[config.mk]
export PLATFORM = sky130hd
export DESIGN_NAME = imem_loader_flat
export DESIGN_NICKNAME = d
export VERILOG_FILES = /design/src/rtl/imem_loader_pkg.sv /design/src/rtl/imem_loader_if.sv /design/src/rtl/imem_loader_word_assembler.sv /design/src/rtl/imem_loader.sv /design/src/flat_wrapper.sv
export SDC_FILE = /design/constraint.sdc
export NUM_CORES = 1
export LEC_CHECK = 0
export ABC_AREA = 0
export CAP_MARGIN = 20
export CELL_PAD_IN_SITES_DETAIL_PLACEMENT = 0
export CELL_PAD_IN_SITES_GLOBAL_PLACEMENT = 1
export CORE_UTILIZATION = 43
export DETAILED_ROUTE_END_ITERATION = 10
export PLACE_DENSITY_LB_ADDON = 0.1
export SLEW_MARGIN = 10
export SYNTH_ARGS = -nofsm -noshare
export SYNTH_HDL_FRONTEND = slang
export SYNTH_SLANG_ARGS = --single-unit
[constraint.sdc]
create_clock -name clk -period 2.4 [get_ports clk]
set_input_delay 0.48 -clock clk [delete_from_list [all_inputs] [get_ports clk]]
set_output_delay 0.48 -clock clk [all_outputs]
set_load 0.05 [all_outputs]
[src/rtl/imem_loader_pkg.sv]
// Shared types and frame constants for the instruction-memory loader.
// Latency: n/a (types and helpers only).
// Backpressure: n/a.
package imem_loader_pkg;

    localparam int BYTE_W         = 8;
    localparam int WORD_W         = 32;
    localparam int LEN_BYTES      = 2;
    localparam int BYTES_PER_WORD = 4;
    localparam int LEN_W          = LEN_BYTES * BYTE_W;

    typedef enum logic [2:0] {
        ST_IDLE,
        ST_LEN_LO,
        ST_LEN_HI,
        ST_DATA,
        ST_WRITE,
        ST_CHECK,
        ST_DONE,
        ST_ERR
    } state_t;

    typedef struct packed {
        logic busy;
        logic done;
        logic error;
        logic cpu_hold;
    } status_t;

    // Byte address of word idx; idx is a word count, so shift by log2(BYTES_PER_WORD).
    function automatic logic [WORD_W-1:0] word_addr(input logic [WORD_W-1:0] base,
                                                     input logic [LEN_W-1:0]  idx);
        return base + {{(WORD_W-LEN_W-2){1'b0}}, idx, 2'b00};
    endfunction

endpackage

[src/rtl/imem_loader_if.sv]
// Host byte stream, instruction-memory write port and loader status, bundled.
// Latency: n/a (wiring only).
// Backpressure: in_byte_valid held by host until out_byte_ready.
interface imem_loader_if;
    import imem_loader_pkg::*;

    logic                in_start;
    logic                in_byte_valid;
    logic [BYTE_W-1:0]   in_byte;
    logic                out_byte_ready;
    logic                out_we;
    logic [WORD_W-1:0]   out_addr;
    logic [WORD_W-1:0]   out_wdata;
    logic                out_cpu_hold;
    logic                out_busy;
    logic                out_done;
    logic                out_error;

    modport master (
        output in_start, in_byte_valid, in_byte,
        input  out_byte_ready, out_we, out_addr, out_wdata,
               out_cpu_hold, out_busy, out_done, out_error
    );

    modport slave (
        input  in_start, in_byte_valid, in_byte,
        output out_byte_ready, out_we, out_addr, out_wdata,
               out_cpu_hold, out_busy, out_done, out_error
    );

endinterface

[src/rtl/imem_loader_word_assembler.sv]
// Packs little-endian bytes into a word; first byte lands in word[7:0].
// Latency: combinational; word/word_full valid in the cycle the last byte is pushed.
// Backpressure: none, pushes are gated by the owner.
module imem_loader_word_assembler
    import imem_loader_pkg::*;
(
    input  logic              clk,
    input  logic              reset,
    input  logic              clr,
    input  logic              push,
    input  logic [BYTE_W-1:0] byte_dat,
    output logic [WORD_W-1:0] word,
    output logic              word_full
);

    localparam int CNT_W = $clog2(BYTES_PER_WORD);
    localparam int SR_W  = WORD_W - BYTE_W;

    logic [CNT_W-1:0] cnt_q;
    logic [SR_W-1:0]  sr_q;

    always_ff @(posedge clk or negedge reset) begin
        if (!reset) begin
            cnt_q <= '0;
            sr_q  <= '0;
        end else if (clr) begin
            cnt_q <= '0;
            sr_q  <= '0;
        end else if (push) begin
            cnt_q <= cnt_q + CNT_W'(1);
            sr_q  <= {byte_dat, sr_q[SR_W-1:BYTE_W]};
        end
    end

    // The completing byte is folded in combinationally so the owner can capture the word on that transfer.
    assign word      = {byte_dat, sr_q};
    assign word_full = push && (cnt_q == CNT_W'(BYTES_PER_WORD - 1));

endmodule

[src/rtl/imem_loader.sv]
// Receives a length/data/checksum byte frame and writes it into instruction memory, holding the CPU meanwhile.
// Latency: write strobe one cycle after the 4th byte of a word; at least 5 cycles per word.
// Backpressure: out_byte_ready low in IDLE/WRITE/DONE/ERR; host holds its byte until accepted.
module imem_loader
    import imem_loader_pkg::*;
#(
    parameter logic [WORD_W-1:0] BASE_ADDR = 32'd0,
    parameter int                MAX_WORDS = 256
)
(
    input  logic         clk,
    input  logic         reset,
    imem_loader_if.slave bus
);

    localparam logic [LEN_W:0] MAX_W = (LEN_W+1)'(MAX_WORDS);

    state_t            state_q, state_d;
    status_t           stat_q;
    logic [BYTE_W-1:0] len_lo_q;
    logic [BYTE_W-1:0] csum_q;
    logic [LEN_W-1:0]  len_q;
    logic [LEN_W-1:0]  word_idx_q;
    logic [WORD_W-1:0] addr_q;
    logic [WORD_W-1:0] wdata_q;

    logic [LEN_W-1:0]  len_d;
    logic              byte_rdy;
    logic              xfer;
    logic              start_acc;
    logic              write_en;
    logic              asm_push;
    logic              asm_full;
    logic [WORD_W-1:0] asm_word;
    logic              last_word;

    assign byte_rdy  = state_q inside {ST_LEN_LO, ST_LEN_HI, ST_DATA, ST_CHECK};
    assign xfer      = bus.in_byte_valid && byte_rdy;
    assign len_d     = {bus.in_byte, len_lo_q};
    assign asm_push  = xfer && (state_q == ST_DATA);
    assign last_word = (word_idx_q + LEN_W'(1)) == len_q;

    imem_loader_word_assembler u_asm (
        .clk       (clk),
        .reset     (reset),
        .clr       (start_acc),
        .push      (asm_push),
        .byte_dat  (bus.in_byte),
        .word      (asm_word),
        .word_full (asm_full)
    );

    always_ff @(posedge clk or negedge reset) begin
        if (!reset) begin
            state_q <= ST_IDLE;
        end else begin
            state_q <= state_d;
        end
    end

    always_comb begin
        state_d   = state_q;
        start_acc = 1'b0;
        write_en  = 1'b0;
        case (state_q)
            ST_IDLE: begin
                if (bus.in_start) begin
                    start_acc = 1'b1;
                    state_d   = ST_LEN_LO;
                end
            end
            ST_LEN_LO: begin
                if (xfer) state_d = ST_LEN_HI;
            end
            ST_LEN_HI: begin
                if (xfer) begin
                    if (len_d == '0)
                        state_d = ST_CHECK;
                    else if ({1'b0, len_d} > MAX_W)
                        state_d = ST_ERR;
                    else
                        state_d = ST_DATA;
                end
            end
            ST_DATA: begin
                if (asm_full) state_d = ST_WRITE;
            end
            ST_WRITE: begin
                write_en = 1'b1;
                state_d  = last_word ? ST_CHECK : ST_DATA;
            end
            ST_CHECK: begin
                if (xfer) state_d = (bus.in_byte == csum_q) ? ST_DONE : ST_ERR;
            end
            ST_DONE:  state_d = ST_IDLE;
            ST_ERR:   state_d = ST_IDLE;
            default:  state_d = ST_IDLE;
        endcase
    end

    always_ff @(posedge clk or negedge reset) begin
        if (!reset) begin
            stat_q     <= '0;
            len_lo_q   <= '0;
            len_q      <= '0;
            csum_q     <= '0;
            word_idx_q <= '0;
            addr_q     <= '0;
            wdata_q    <= '0;
        end else begin
            if (start_acc) begin
                stat_q     <= '{busy: 1'b1, done: 1'b0, error: 1'b0, cpu_hold: 1'b1};
                len_lo_q   <= '0;
                len_q      <= '0;
                csum_q     <= '0;
                word_idx_q <= '0;
            end
            // Running XOR excludes the byte being checked: CHECK compares against csum_q before the update.
            if (xfer) csum_q <= csum_q ^ bus.in_byte;
            if (xfer && state_q == ST_LEN_LO) len_lo_q <= bus.in_byte;
            if (xfer && state_q == ST_LEN_HI) len_q <= len_d;
            if (asm_full) begin
                addr_q  <= word_addr(BASE_ADDR, word_idx_q);
                wdata_q <= asm_word;
            end
            if (state_q == ST_WRITE) word_idx_q <= word_idx_q + LEN_W'(1);
            if (state_q == ST_DONE) begin
                stat_q.busy     <= 1'b0;
                stat_q.done     <= 1'b1;
                stat_q.cpu_hold <= 1'b0;
            end
            // A failed image keeps the CPU held so it never executes.
            if (state_q == ST_ERR) begin
                stat_q.busy  <= 1'b0;
                stat_q.error <= 1'b1;
            end
        end
    end

    assign bus.out_byte_ready = byte_rdy;
    assign bus.out_we         = write_en;
    assign bus.out_addr       = addr_q;
    assign bus.out_wdata      = wdata_q;
    assign bus.out_busy       = stat_q.busy;
    assign bus.out_done       = stat_q.done;
    assign bus.out_error      = stat_q.error;
    assign bus.out_cpu_hold   = stat_q.cpu_hold;

    a_we_pulse: assert property (@(posedge clk) disable iff (!reset) bus.out_we |=> !bus.out_we);
    a_we_align: assert property (@(posedge clk) disable iff (!reset) bus.out_we |-> (bus.out_addr[1:0] == 2'b00));

endmodule

[src/flat_wrapper.sv]
// flat-port wrapper written by rule: the top's interface ports become plain ports
module imem_loader_flat import imem_loader_pkg::*;
#(
    parameter logic [WORD_W-1:0] BASE_ADDR = 32'd0,
    parameter int                MAX_WORDS = 256
)
  (clk, reset, bus_in_start, bus_in_byte_valid, bus_in_byte, bus_out_byte_ready, bus_out_we, bus_out_addr, bus_out_wdata, bus_out_cpu_hold, bus_out_busy, bus_out_done, bus_out_error);
  imem_loader_if bus_i ();
  input  logic clk;
  input  logic reset;
  input wire logic [$bits(bus_i.in_start)-1:0] bus_in_start;
  input wire logic [$bits(bus_i.in_byte_valid)-1:0] bus_in_byte_valid;
  input wire logic [$bits(bus_i.in_byte)-1:0] bus_in_byte;
  output wire logic [$bits(bus_i.out_byte_ready)-1:0] bus_out_byte_ready;
  output wire logic [$bits(bus_i.out_we)-1:0] bus_out_we;
  output wire logic [$bits(bus_i.out_addr)-1:0] bus_out_addr;
  output wire logic [$bits(bus_i.out_wdata)-1:0] bus_out_wdata;
  output wire logic [$bits(bus_i.out_cpu_hold)-1:0] bus_out_cpu_hold;
  output wire logic [$bits(bus_i.out_busy)-1:0] bus_out_busy;
  output wire logic [$bits(bus_i.out_done)-1:0] bus_out_done;
  output wire logic [$bits(bus_i.out_error)-1:0] bus_out_error;
  assign bus_i.in_start = bus_in_start;
  assign bus_i.in_byte_valid = bus_in_byte_valid;
  assign bus_i.in_byte = bus_in_byte;
  assign bus_out_byte_ready = bus_i.out_byte_ready;
  assign bus_out_we = bus_i.out_we;
  assign bus_out_addr = bus_i.out_addr;
  assign bus_out_wdata = bus_i.out_wdata;
  assign bus_out_cpu_hold = bus_i.out_cpu_hold;
  assign bus_out_busy = bus_i.out_busy;
  assign bus_out_done = bus_i.out_done;
  assign bus_out_error = bus_i.out_error;
  imem_loader #(.BASE_ADDR(BASE_ADDR), .MAX_WORDS(MAX_WORDS)) u_core (.clk(clk), .reset(reset), .bus(bus_i));
endmodule
**After elaboration in Yosys (flattened, before gate mapping)**

Index checks and enable logic that the tools add are counted.
Widths: inputs -> output; s select.

- Bits in registers: 129
- Output and inout port bits: 70

- $add $sub $neg: 2
- Magnitude comparators: 1
- Eq/ne operators: 15
- Multiplexer cells: 28
- Bitwise logic cells: 1
- Reduce and logical (&&, ||, !) cells: 18

Operators by type and width:

| operator | number |
|---|---|
| $mux 16 | 3 |
| $mux 24 | 2 |
| $mux 3 | 8 |
| $mux 8 | 3 |
| $pmux 3 s7 | 1 |
| $add 16x1->16 const B | 1 |
| $eq 16x16->1 | 1 |
| $gt 16x9->1 const B | 1 |
| $logic_not 16->1 | 1 |
| $reduce_bool 2->1 | 7 |
| $eq 3x3->1 const B | 4 |
| $eq 8x8->1 | 1 |
| $ne 2x1->1 const B | 4 |
| $xor 8x8->8 | 1 |
| $mux 1 | 7 |
| $eq 3x2->1 const B | 2 |
| $mux 2 | 3 |
| $logic_and 1x1->1 | 5 |
| $reduce_and 5->1 | 1 |
| $mux 4 | 1 |
| $reduce_bool 4->1 | 1 |
| $eq 3x1->1 const B | 1 |
| $logic_not 3->1 | 1 |
| $reduce_bool 3->1 | 1 |
| other kinds (4) | 4 |

**Depth between registers and ports, before layout**

- Word-level depth: 7
- Mapped depth: 8
- Depth with buffers taken out: 7

**Modules after synthesis**

A second synthesis with hierarchy kept.

- Cells, all modules: 570
- Area, all modules: 6232.2 um^2

Modules (own cells, without submodules):

| module | times used | cells each | area each (um^2) | seq. area each (um^2) |
|---|---|---|---|---|
| imem_loader | 1 | 476 | 5078.6 | 2577.5 |
| imem_loader_word_assembler | 1 | 94 | 1153.6 | 650.6 |

**Least setup slack after synthesis**

No wires, ideal clock.

- Kind: register -> register
- From: register u_core.state_q[2]
- To: register u_core.csum_q[0]
- Library setup time: 118 ps
- Data arrival time: 2142 ps
- Required time: 2282 ps
- Setup slack: 140 ps
- Stages on the path, launching flop included: 7
- Period minus slack after synthesis: 2260 ps
- Path through: dfrtp_1 clkbuf_1 a21oi_1 nand2_1 nand2_1 o21ai_0 a21o_1

- Cells in the longest elaborated chain, start to end: 4
- Elaborated cells between the ends (all ways): 10
- Classes of those cells: eq/ne (4); mux (2); reduce/logical (4)

RTL lines:

| item | RTL line | source |
|---|---|---|
| from (decl) | imem_loader.sv:18 | `state_t state_q, state_d;` |
| from (signal assigned) | imem_loader.sv:57 | `state_q <= state_d;` |
| $eq 3x1->1 (tied with other cells) | imem_loader.sv:37 | `assign byte_rdy = state_q inside {ST_LEN_LO, ST_LEN_HI, ST_DATA, ST_CHECK};` |
| $reduce_bool 4->1 (*) | imem_loader.sv:37 |  |
| net bus_out_byte_ready | flat_wrapper.sv:14 | `output wire logic [$bits(bus_i.out_byte_ready)-1:0] bus_out_byte_ready;` |
| $logic_and 1x1->1 (*) | imem_loader.sv:38 | `assign xfer = bus.in_byte_valid && byte_rdy;` |
| $mux 8 or $reduce_bool 2->1 (tied branches) | -- |  |
| to (signal assigned) | imem_loader.sv:119 | `if (xfer) csum_q <= csum_q ^ bus.in_byte;` |
| to (decl) | imem_loader.sv:21 | `logic [BYTE_W-1:0] csum_q;` |

The timed path passes the listed nets; every way through them passes the cells marked *.
A chain may end at the register's enable or synchronous reset.

**Worst setup path after layout**

- From: register u_core.word_idx_q[0]
- To: register u_core.state_q[1]

- Cells in the longest elaborated chain, start to end: 4

RTL lines:

| item | RTL line | source |
|---|---|---|
| from (decl) | imem_loader.sv:23 | `logic [LEN_W-1:0] word_idx_q;` |
| from (signal assigned) | imem_loader.sv:126 | `if (state_q == ST_WRITE) word_idx_q <= word_idx_q + LEN_W'(1);` |
| $add 16x1->16 | imem_loader.sv:41 | `assign last_word = (word_idx_q + LEN_W'(1)) == len_q;` |
| $eq 16x16->1 | imem_loader.sv:41 |  |
| $mux 3 | imem_loader.sv:90 | `state_d = last_word ? ST_CHECK : ST_DATA;` |
| $pmux 3 s7 | imem_loader.sv:65 | `case (state_q)` |

No other way between the ends.

==> results.txt <==
----------------------------------------------------
[Yosys]
  Number of enable flip-flop cells after synthesis ... 0
  FF+latch count, synth ... 129
  Synthesized cell area ... a little over 0.006 mm^2
  Sequential area share after synthesis ... 0.535
  Syn_area_per_cell ... 10.2 um^2
  Async set or reset register ratio after synthesis ... 1.00
  Yosys warning total ... 0
  Synthesized instance count ... 590
  Post-synth top flop ... sky130_fd_sc_hd__dfrtp_1
  Yosys cell types ... 44

[Layout]
  Net count of the finished layout ... 680
  Final core area utilization ... 0.565
  Diode count ... 0
  Fraction of final layout cells with drive strength greater than 1 ... 0.184
  Layout Area Growth over Synthesis ... 26.0%
  Most common cell after layout, fill and taps aside ... sky130_fd_sc_hd__dfrtp_1
  Commonest cells after routing, fill and taps aside ... 129 x sky130_fd_sc_hd__dfrtp_1, 109 x sky130_fd_sc_hd__nand2_1, 62 x sky130_fd_sc_hd__clkdlybuf4s50_1, 54 x sky130_fd_sc_hd__o21ai_0, 47 x sky130_fd_sc_hd__mux2_2

[Global routing]
  Overall Global Routing Usage ... 0.203
  Number of antenna violations at the first check in global routing ... 0
  Largest net degree at the start of global routing ... 130
  Global-route wire length before repair ... approximately 23000 um
  Global-route congestion overflow total ... 0
  Number of global-route vias before repair ... around 4400

[Drt]
  Detailed Routing Iterations Pass 1 ... 6
  Initial DRC count ... between 200 and 250
  Vias per cell ... roughly 5.2
  Detailed Route WL ... 13400 um
  Antenna Nets Post-Route ... 0
  Count of vias placed by the detailed router ... 4473
  DR DRC count ... 0
  Routed length per placed instance ... 15.6 um

[Placement]
  GPL Wtd Cong ... 0.804
  PortBufs ... 65
  Post-DP HPWL ... a little under 9000 um

[Pwr]
  Part of the power in combinational logic ... 0.364
  P_int ... 5.76 mW
  Net switching fraction of the power ... 0.383
  Psw ... 3.57 mW
  Pwr Density ... ~1200 mW/mm^2
  Leakage power total ... 3.60 nW
  Clock share of power ... 0.286
  Total power ... 9.34 mW
  Worst ir drop on vdd ... 501 uV
  Part of the total power dissipated in sequential elements ... 0.349

[Timing]
  Transition time at the pin with the least slew margin ... approximately 0.74 ns
  Number of setup violations in the final report ... 0
  Post-layout minimum cycle time ... roughly 2.2 ns
  Maximum frequency from static timing analysis ... roughly 450 MHz
  Worst-case headroom to the max-slew limit ... 0.509
  Count of endpoints failing hold in the final timing report ... 0
  Final worst clock skew ... 0.00946 ns
  Final period utilization ... 0.925
  RSZ-0062 raised after global routing ... false
  Final Max Tran Viols ... 0

[CTS]
  Clock tree root buffer cell ... sky130_fd_sc_hd__clkbuf_16
  TritonCTS clock tree ... done
  Clk_lat worst skew ... 0.42 ns
  H-tree depth reported by CTS ... 4
  Number of hold buffers added after CTS ... 0
  Max Root-Sink Buffers ... 2
  # clock sinks ... 129
  Num CTS Buffers ... 17
  Clock input transition at the sequential cells of the worst setup and hold paths ... 0.06 ns

[Critical path]
  Start point of the critical path ... u_core.word_idx_q[0]
  Maximum fanout count along the critical path ... 10
  CP Data Arrival Time ... 2.51 ns
  Critical Path Source Type ... register
  Data required time at the worst endpoint ... 2.69 ns
  Worst flop-to-flop path startpoint ... u_core.word_idx_q[0]
  Critical setup path kind ... register to register
  Nature of the critical path endpoint ... register

[Run]
  Max capacitance violation total ... 0

[Floorplanning]
  Count of pins on the block boundary ... 82
  Starting Density ... 0.449
  Y dimension of the die ... 121 um
  Chip Width ... 121 um
  Die area ... 0.0145 mm^2
  Standard-cell row count ... 42
  Floorplan Core Area ... 0.0135 mm^2

[Status]
  Run status ... complete, no violations

[Worst hold path]
  Worst min-delay path class ... primary input to asynchronous set/reset pin

----------------------------------------------------
routing by layer:
metal,GRT usage,up-vias,part of all wire
met5,0,-,0
met4,0.0556,0,0.0089
met3,0.0533,9,0.051
met2,0.308,127,0.46
met1,0.287,2179,0.48
li1,-,2158,-
per-stage QoR:
stage / setup WS, ns / hold slack [ns] / TNS, ns / cells / instance area (um^2)
5_1_grt: 0.0234 / 0.231 / 0 / 855 / 7610
3_5_place_dp: -0.0346 / 0.472 / -0.0864 / 820 / 6940
4_1_cts: 0.0165 / 0.214 / 0 / 852 / 7560
2_1_floorplan: 0.140 / 0.184 / 0 / 605 / 6090
6_report: 0.180 / 0.104 / 0 / 855 / 7610
3_3_place_gp: 0.0229 / 0.464 / 0 / 820 / 6940
logic make-up (layout without fill, tap and decap cells):
| group | count (synthesis) | count (layout) | synth area share |
|---|---|---|---|
| AO/OA/AOI/OAI | 107 | 107 | 0.109 |
| XOR/XNOR | 34 | 34 | 0.0493 |
| adder cells (fa/ha/maj) | 2 | 2 | 0.00414 |
| buffers and inverters | 64 | 138 | 0.0553 |
| flip-flops | 129 | 129 | 0.535 |
| multiplexers | 47 | 47 | 0.0877 |
| other | 1 | 16 | 0.000621 |
| AND/OR/NAND/NOR | 206 | 206 | 0.159 |
final timing paths:
check,end,slack (ns),depth (start not counted)
min in group clk,u_core.bus.out_addr[13],0.47,2
hold reg to reg,u_core.bus.out_addr[13],0.47,2
setup / recovery,u_core.state_q[1],0.18,6
max in group asynchronous,u_core.word_idx_q[13],1.69,2
hold / removal,u_core.bus.out_addr[10],0.10,2
setup reg to reg,u_core.state_q[1],0.18,6
flip-flops by register name, indices dropped and copies added (netlist names):
register / count
u_core.u_asm.sr_q: 24
u_core.bus.out_busy: 1
u_core.len_lo_q: 8
u_core.bus.out_cpu_hold: 1
u_core.bus.out_addr: 16
u_core.u_asm.cnt_q: 2
u_core.csum_q: 8
u_core.len_q: 16
u_core.bus.out_error: 1
u_core.word_idx_q: 16
u_core.state_q: 3
u_core.bus.out_done: 1
u_core.bus.out_wdata: 32
cells in the mapped netlist, drive strengths merged, types with 2 or more instances:
cell type / count / share of area
nand2: 110 / 0.068
buf: 34 / 0.036
a21o: 11 / 0.014
inv: 5 / 0.0031
nand3: 34 / 0.029
nor3: 5 / 0.0041
o31ai: 4 / 0.0050
clkbuf: 24 / 0.015
a31oi: 4 / 0.0041
o21a: 2 / 0.0025
nor4: 7 / 0.0073
ha: 2 / 0.0041
and3: 3 / 0.0031
dfrtp: 129 / 0.53
a21oi: 11 / 0.0091
a22o: 10 / 0.015
a22oi: 2 / 0.0025
nand4: 9 / 0.012
nor2b: 4 / 0.0041
nor2: 17 / 0.011
o211ai: 2 / 0.0025
nor3b: 11 / 0.014
xor2: 10 / 0.015
mux2: 47 / 0.088
o21ai: 55 / 0.046
or2: 2 / 0.0021
xnor2: 24 / 0.035
worst max-delay path, stage by stage, from the launching register on:
cell,delay (ns)
sky130_fd_sc_hd__dfrtp_1,0.45
sky130_fd_sc_hd__nand3_2,0.27
sky130_fd_sc_hd__xnor2_1,0.21
sky130_fd_sc_hd__nor4_1,0.40
sky130_fd_sc_hd__nand4_1,0.24
sky130_fd_sc_hd__a2111oi_4,0.39
sky130_fd_sc_hd__o21ai_0,0.12
power groups by stage:
| stage | Combinational, mW | Sequential [mW] | Clock [mW] |
|---|---|---|---|
| after floorplan | 1.64 | 3.95 | 0 |
| after CTS | 3.40 | 3.27 | 2.72 |
| after global routing | 3.69 | 3.35 | 2.85 |
| final | 3.40 | 3.26 | 2.67 |
| after global placement | 3.34 | 3.29 | 0 |
| after detailed placement | 3.37 | 3.31 | 0 |
layout make-up:
cell class,instances,area (um^2)
clock buffer,18,439
clock inverter,14,176
fill,1226,5850
inverter,6,22.5
multi-input combinational,412,2560
sequential,129,3230
tap,176,220
timing repair buffer,100,956
timing repair:
item,in CTS,in global routing
endpoints found under the hold margin,0,0
endpoints found under the setup margin,2,2
setup buffers,0,2
pin swaps,0,1
gates resized for setup,1,3
Note: power is estimated with default switching activity, not from simulation.
